<file path="src/rtl/store_pack_buffer.sv">
// Store packer: narrows a right-aligned store operand onto byte lanes and queues it toward memory.
// Latency 1 cycle accept-to-output; in_ready drops when full, illegal stores are reported and dropped.
module store_pack_buffer #(
   parameter int DEPTH = 2,
   parameter int AW    = 32
) (
   input  logic                   clk,
   input  logic                   reset,
   input  logic                   in_valid,
   output logic                   in_ready,
   input  logic [AW-1:0]          in_addr,
   input  logic [31:0]            in_wdata,
   input  logic [1:0]             in_type,
   output logic                   out_valid,
   input  logic                   out_ready,
   output logic [AW-1:0]          out_addr,
   output logic [3:0]             out_byteen,
   output logic [31:0]            out_wdata,
   output logic                   exc_valid,
   output logic [AW-1:0]          exc_addr,
   output logic [$clog2(DEPTH):0] count
);
   localparam int PW = $clog2(DEPTH);
   localparam int CW = PW + 1;

   logic [AW-1:0] mem_addr [DEPTH];
   logic [3:0]    mem_be   [DEPTH];
   logic [31:0]   mem_data [DEPTH];

   logic [PW-1:0] head, tail, head_nxt;
   logic [CW-1:0] count_nxt, remain;
   logic          legal, push, reject, pop, bypass;
   logic [3:0]    pk_be;
   logic [31:0]   pk_data;
   logic [AW-1:0] pk_addr;

   always_comb begin
      legal   = 1'b0;
      pk_be   = 4'b0000;
      pk_data = in_wdata;
      pk_addr = {in_addr[AW-1:2], 2'b00};
      case (in_type)
         2'b00: begin
            legal = (in_addr[1:0] == 2'b00);
            pk_be = 4'b1111;
         end
         2'b01: begin
            legal   = !in_addr[0];
            pk_be   = 4'b0011 << in_addr[1:0];
            pk_data = {2{in_wdata[15:0]}};
         end
         2'b10: begin
            legal   = 1'b1;
            pk_be   = 4'b0001 << in_addr[1:0];
            pk_data = {4{in_wdata[7:0]}};
         end
         default: legal = 1'b0;
      endcase
   end

   assign in_ready  = (count != CW'(DEPTH));
   assign out_valid = (count != '0);
   assign push      = in_valid && in_ready && legal;
   assign reject    = in_valid && in_ready && !legal;
   assign pop       = out_valid && out_ready;

   assign head_nxt  = pop ? head + 1'b1 : head;
   assign remain    = count - CW'(pop);
   assign count_nxt = remain + CW'(push);
   // Entry being written lands directly at the head when nothing else remains queued.
   assign bypass    = push && (remain == '0);

   always_ff @(posedge clk) begin
      if (push) begin
         mem_addr[tail] <= pk_addr;
         mem_be[tail]   <= pk_be;
         mem_data[tail] <= pk_data;
      end
   end

   always_ff @(posedge clk or posedge reset) begin
      if (reset) begin
         head       <= '0;
         tail       <= '0;
         count      <= '0;
         out_addr   <= '0;
         out_byteen <= '0;
         out_wdata  <= '0;
         exc_valid  <= 1'b0;
         exc_addr   <= '0;
      end else begin
         if (push)
            tail <= tail + 1'b1;
         head      <= head_nxt;
         count     <= count_nxt;
         exc_valid <= reject;
         if (reject)
            exc_addr <= in_addr;
         // Output registers preload the next head so out_* never depend on inputs combinationally.
         if (count_nxt != '0) begin
            if (bypass) begin
               out_addr   <= pk_addr;
               out_byteen <= pk_be;
               out_wdata  <= pk_data;
            end else begin
               out_addr   <= mem_addr[head_nxt];
               out_byteen <= mem_be[head_nxt];
               out_wdata  <= mem_data[head_nxt];
            end
         end
      end
   end
endmodule

</file>
<file path="config.mk">
export PLATFORM = sky130hd
export DESIGN_NAME = store_pack_buffer
export DESIGN_NICKNAME = d
export VERILOG_FILES = /design/src/rtl/store_pack_buffer.sv
export SDC_FILE = /design/constraint.sdc
export NUM_CORES = 1
export LEC_CHECK = 0
export CAP_MARGIN = 0
export CORE_ASPECT_RATIO = 2
export CORE_UTILIZATION = 50
export CTS_BUF_LIST = sky130_fd_sc_hd__clkbuf_4 sky130_fd_sc_hd__clkbuf_8
export CTS_CLUSTER_SIZE = 25
export DETAILED_ROUTE_END_ITERATION = 7
export GPL_TIMING_DRIVEN = 0
export HOLD_SLACK_MARGIN = 0.06
export PLACE_DENSITY = 0.79
export SETUP_SLACK_MARGIN = 0.02
export SKIP_LAST_GASP = 1
export SLEW_MARGIN = 20
export SYNTH_ARGS = -nofsm -noshare
export SYNTH_HDL_FRONTEND = slang
export SYNTH_SLANG_ARGS = --single-unit
</file>
<file path="constraint.sdc">
create_clock -name clk -period 3.85 [get_ports clk]
set_clock_uncertainty 0.15 [all_clocks]
set_input_delay 0.77 -clock clk [delete_from_list [all_inputs] [get_ports clk]]
set_output_delay 0.77 -clock clk [all_outputs]
set_load 0.02 [all_outputs]
</file>
; After elaboration in Yosys (flattened, before gate mapping)
; Memories as Yosys holds them, arrays and structs flattened.
; Index checks and enable logic that the tools add are counted.
[classes]
n_reduce_logical = 12
addsub = 4
muxes = 9
shifts = 2
n_eq_ne = 3
[ops]
columns = operator, n
row1 = 32-bit 2-to-1 mux, 2
row2 = 32-bit one-hot mux with 2 select lines, 1
row3 = 4-bit one-hot mux with 3 select lines, 1
row4 = 2-bit zero test, 3
row5 = 1-bit logical AND, 5
row6 = 4-bit 2-to-1 mux, 1
row7 = 2-bit nonzero test, 2
row8 = "1-bit by 2-bit << shifter with 4-bit output, first input constant", 1
row9 = "2-bit by 2-bit << shifter with 4-bit output, first input constant", 1
row10 = 1-bit 2-to-1 mux, 3
row11 = 1-bit one-hot mux with 3 select lines, 1
row12 = "1-bit adder, second input constant", 2
row13 = 2-bit by 1-bit adder with 2-bit output, 1
row14 = "2-bit by 1-bit equality test with 1-bit output, second input constant", 1
row15 = "2-bit equality test, second input constant", 1
row16 = 1-bit zero test, 2
row17 = "2-bit inequality test, second input constant", 1
row18 = 2-bit by 1-bit subtractor with 2-bit output, 1
[word_totals]
mem_count = 3
input_bits = 70
word_cells = 41
register_bits = 105
ram_bits = 132
[mem_list]
columns = name, depth, word_bits, rd, rd_clocked_by_memory_dff, wr, line_no
row1 = mem_data, 2, 32, 1, 0, 1, 28  ; logic [31:0] mem_data [DEPTH];
row2 = mem_addr, 2, 30, 1, 0, 1, 26  ; logic [AW-1:0] mem_addr [DEPTH];
row3 = mem_be, 2, 4, 1, 0, 1, 27  ; logic [3:0] mem_be [DEPTH];

; Depth between registers and ports, before layout
[logic_depth]
depth_word = 6
mapped_depth = 10

; Worst setup path after synthesis
; OpenSTA, ideal clock, no wires.
[synth_timing]
path_kind = in2reg
from = input port in_type[1]
to = memory mem_addr[0][0] (netlist bit), enable pin
setup_slack_ps = -1383
setup_time_ps = 491
stages = 7
t_required_ps = 3209
t_arrival_ps = 4592
n_path_buf = 1
cell_sequence = inv_1 > ha_1 > buf_4 > nor2_4 > a2111oi_4 > nand2_1 > nor2_1
[synth_between]
elab_chain_cells = 5
[synth_rtl]
columns = element, line_no
row1 = from (decl), 13  ; input logic [1:0] in_type,
row2 = "2-bit equality test, or another cell as far along", 42  ; case (in_type)
row3 = 1-bit one-hot mux with 3 select lines *, 42
row4 = 1-bit logical AND *, 63  ; assign push = in_valid && in_ready && legal;
row5 = 1-bit 2-to-1 mux *, 74  ; if (push) begin
row6 = 1-bit 2-to-1 mux (implied by the code) *, 75  ; mem_addr[tail] <= pk_addr;
row7 = to (decl), 26
; Mark *: on every way between the ends. The rest lies on a longest branch, timed or not.

; Worst setup path in the final report
[layout_timing]
from = input port in_type[1]
to = register exc_addr[23]
[layout_between]
elab_chain_cells = 4
[layout_rtl]
columns = element, line_no
row1 = "2-bit equality test, or another cell as far along", 42
row2 = 1-bit one-hot mux with 3 select lines *, 42
row3 = 1-bit zero test *, 64  ; assign reject = in_valid && in_ready && !legal;
row4 = 1-bit logical AND *, 64
row5 = to (signal assigned), 98  ; exc_addr <= in_addr;
row6 = to (decl), 20  ; output logic [AW-1:0] exc_addr,
; Marked as above.
; A chain may end at the register's enable or synchronous reset.

==> impl_metrics.yaml <==
outcome:
  outcome: "complete, no violations"
die:
  initial_utilization_pct: 50.9
  core-area_sq_um: 19900
  die_w_microns: 103
  die-area_sq_um: 20900
  die_y_microns: 203
  row_count: 73
  boundaryPins: 175
cts:
  cts_tree: "built"
  clock-sinks: 235
  cts_buffers: 34
  cts.repair.resized: 0
  clock_path_buffers: 3
  clock_latency_ps: 510
  h-tree-depth: 2
  cts_root_buf: "clkbuf_8"
  post_cts_buffers: 0
  hold_buffers: 0
  path_clk_slew_ps: 60
sta:
  fin_crit_sh_pct: 92.6
  finalCriticalPeriod_ps: 3570
  setup_viol: 0
  max_freq_mhz: 280
  final_hold_viol_count: 0
  rsz0062_at_grt: "false"
  slew-limit-headroom_pct: 47.0
  slew_violations: 0
  worst_pin_slew_ps: 792
  post-route-worst-setup-slack_ps: 284
logic_synthesis:
  synth_top_cell_by_area: "edfxtp_1"
  avgSynthCellArea_sq_um: 16.4
  ys_warn_count: 0
  ys.flop_type: "edfxtp_1"
  synth_area_leaders: "edfxtp_1, dfrtp_1, mux2_2"
  ys_seq_area_share_pct: 64.5
  ys_types: 38
  yosysTopAreaCellShare_pct: 39.1
  synthArstFlopShare_pct: 43.8
  synth_edf_count: 132
  syn_inst: 620
  ys_ff_latch: 235
  synth_area_sq_um: 10100
final_layout:
  multi_input_area_sq_um: 3320
  fin_cells: 1121
  drive_gt1_share_pct: 34.7
  fillers: 1482
  nNetsFinal: 909
  seqCellArea_sq_um: 6540
  num_antenna_cells: 0
  areaGrowthSynthToFinish_pct: 28.5
global_route:
  grt_pass1_vias: 6632
  grt_pass1_wl_mm: 35.1
  antenna_found_initial: 0
  grt_use_total_pct: 22.7
  grt_max_degree: 66
  overflow: 0
place:
  place.gp.congestion: 0.916
  port_buffers: 172
  dp.cells: 1060
  place_ws_ps: -315
  dp_hpwl_mm: 16.3
critical_path:
  crit_fanout: 10
  crit_chain: "clkdlybuf4s50_1, inv_1, ha_1, buf_4, nor2_4, a211oi_1, nor2_1, clkbuf_1, mux2_2"
  start_kind: "input pin"
  cp.required_ps: 4080
  critPathBufInv: 4
  crit_path_max_incr_delay_ps: 650
  cp_data_arrival_time_ps: 3790
  slowest_stage: "clkbuf_1"
  worstSetupPathType: "input pin to flip-flop"
  cpLargestDelayFamily: "buffers and inverters"
  end_kind: "flip-flop"
power:
  vdd.ir_drop.worst_mv: 0.473
  power_leakage_nw: 5.07
  p_per_area_nw_per_um2: 820
route:
  totalWireLength_mm: 22.6
  via_count: 5997
  viasPerCell: 5.35
  drc: 0
  wl_per_cell_microns: 20.1
  drt_pass1_iterations: 5
  drt_iter0_drc: 183
  drtAntennaViolNets: 0
job:
  max_cap_viol_count: 0
worst_hold_path:
  hold_path.class: "flip-flop to flip-flop"
[routing by layer]
metal  GRT usage [%]  wire length, microns  up-vias
li1                -                     -     2713
met1            23.4                  7810     3014
met2            42.9                 13000      213
met3            3.56                   982       57
met4            10.8                   836        0
met5               0                     0        -
[final cells by class]
| cell class | count | share of cell area [%] |
|---|---|---|
| clock inverters | 6 | 0.192 |
| multi-input cells | 325 | 25.5 |
| inverters | 26 | 0.788 |
| flip-flops and latches | 235 | 50.2 |
| well taps | 262 | 2.52 |
| plain buffers | 35 | 1.53 |
| repair buffers | 177 | 14.2 |
| clock buffers | 55 | 5.14 |
[logic make-up after synthesis]
group                      count (synthesis)  share of synthesized area (%)
DFF                                      235                           64.5
muxes                                    230                           26.4
buffers and inverters                     61                           2.92
AOI/OAI and AO/OA                         42                           2.99
and+or+nand+nor                           41                           2.06
adders and majority gates                  5                          0.617
xor gates and xnor gates                   5                          0.432
other                                      1                         0.0370
[stage by stage]
step                total power, mW  hold slack, ps  utilization [%]  instance area (sq um)  setup TNS, ps
detailed placement             8.79             343             61.9                  12300         -12700
global route                   11.2             372             65.4                  13000              0
CTS                            10.8             356             65.4                  13000              0
global placement               8.59             339             61.3                  12200        -233610
floorplan                      6.88             363                -                  10200              0
finish                         10.7             354             65.4                  13000              0
[registers in the layout, indices dropped and copies added (netlist names)]
signal      cells
mem_data       64
mem_addr       60
exc_addr       32
out_wdata      32
out_addr       30
mem_be          8
out_byteen      4
count           2
exc_valid       1
head            1
tail            1
[synthesized netlist by cell type, types with 2 or more instances]
cell type	count
buf_6	5
clkbuf_1	12
a22o_1	8
buf_1	2
o22ai_1	8
nor2b_1	2
buf_2	12
mux2_4	30
mux2i_1	18
a22oi_1	8
mux2_1	5
buf_4	4
dfrtp_1	103
xnor2_1	2
edfxtp_1	132
nand2_1	11
a21oi_1	9
nand3_1	3
mux2_2	177
nor2_1	14
nand2b_1	3
o21ai_0	2
a31oi_1	4
xor2_1	3
inv_1	26
ha_1	5
[worst paths after layout]
path                             start       endpoint  slack [ps]  cells after the start
max                         in_type[1]   exc_addr[23]         280                      9
min                        out_addr[2]    out_addr[2]         350                      1
max reg2reg                   count[1]  out_wdata[15]         800                      8
min reg2reg                out_addr[2]    out_addr[2]         350                      1
max in group asynchronous        reset   out_addr[25]        2330                      3
min in group asynchronous        reset    exc_addr[1]         510                      2
[cells in the final DEF, fill, tap and decap left out, types with 3 or more instances in the layout]
cell type and n:
a22o_1 8, nor2_1 13, buf_4 4, a22oi_1 8, buf_16 3, xor2_1 3
clkdlybuf4s50_1 172, clkbuf_8 41, a21oi_1 9, nand3_1 3, mux2_2 177, clkbuf_1 12
nand2b_1 3, edfxtp_1 132, ha_1 5, buf_6 5, clkinv_1 4, clkbuf_4 14
a31oi_1 4, dfrtp_1 103, o22ai_1 8, nand2_1 11, mux2i_1 18, inv_1 25
mux2_4 30, mux2_1 5, buf_2 12
[power breakdown]
part,switching [mW],total [mW],internal [mW]
clock,0.902,2.00,1.10
combinational,2.27,4.99,2.72
sequential,0.333,3.69,3.35
total,3.50,10.7,7.18
(Power assumes the default switching activity.)
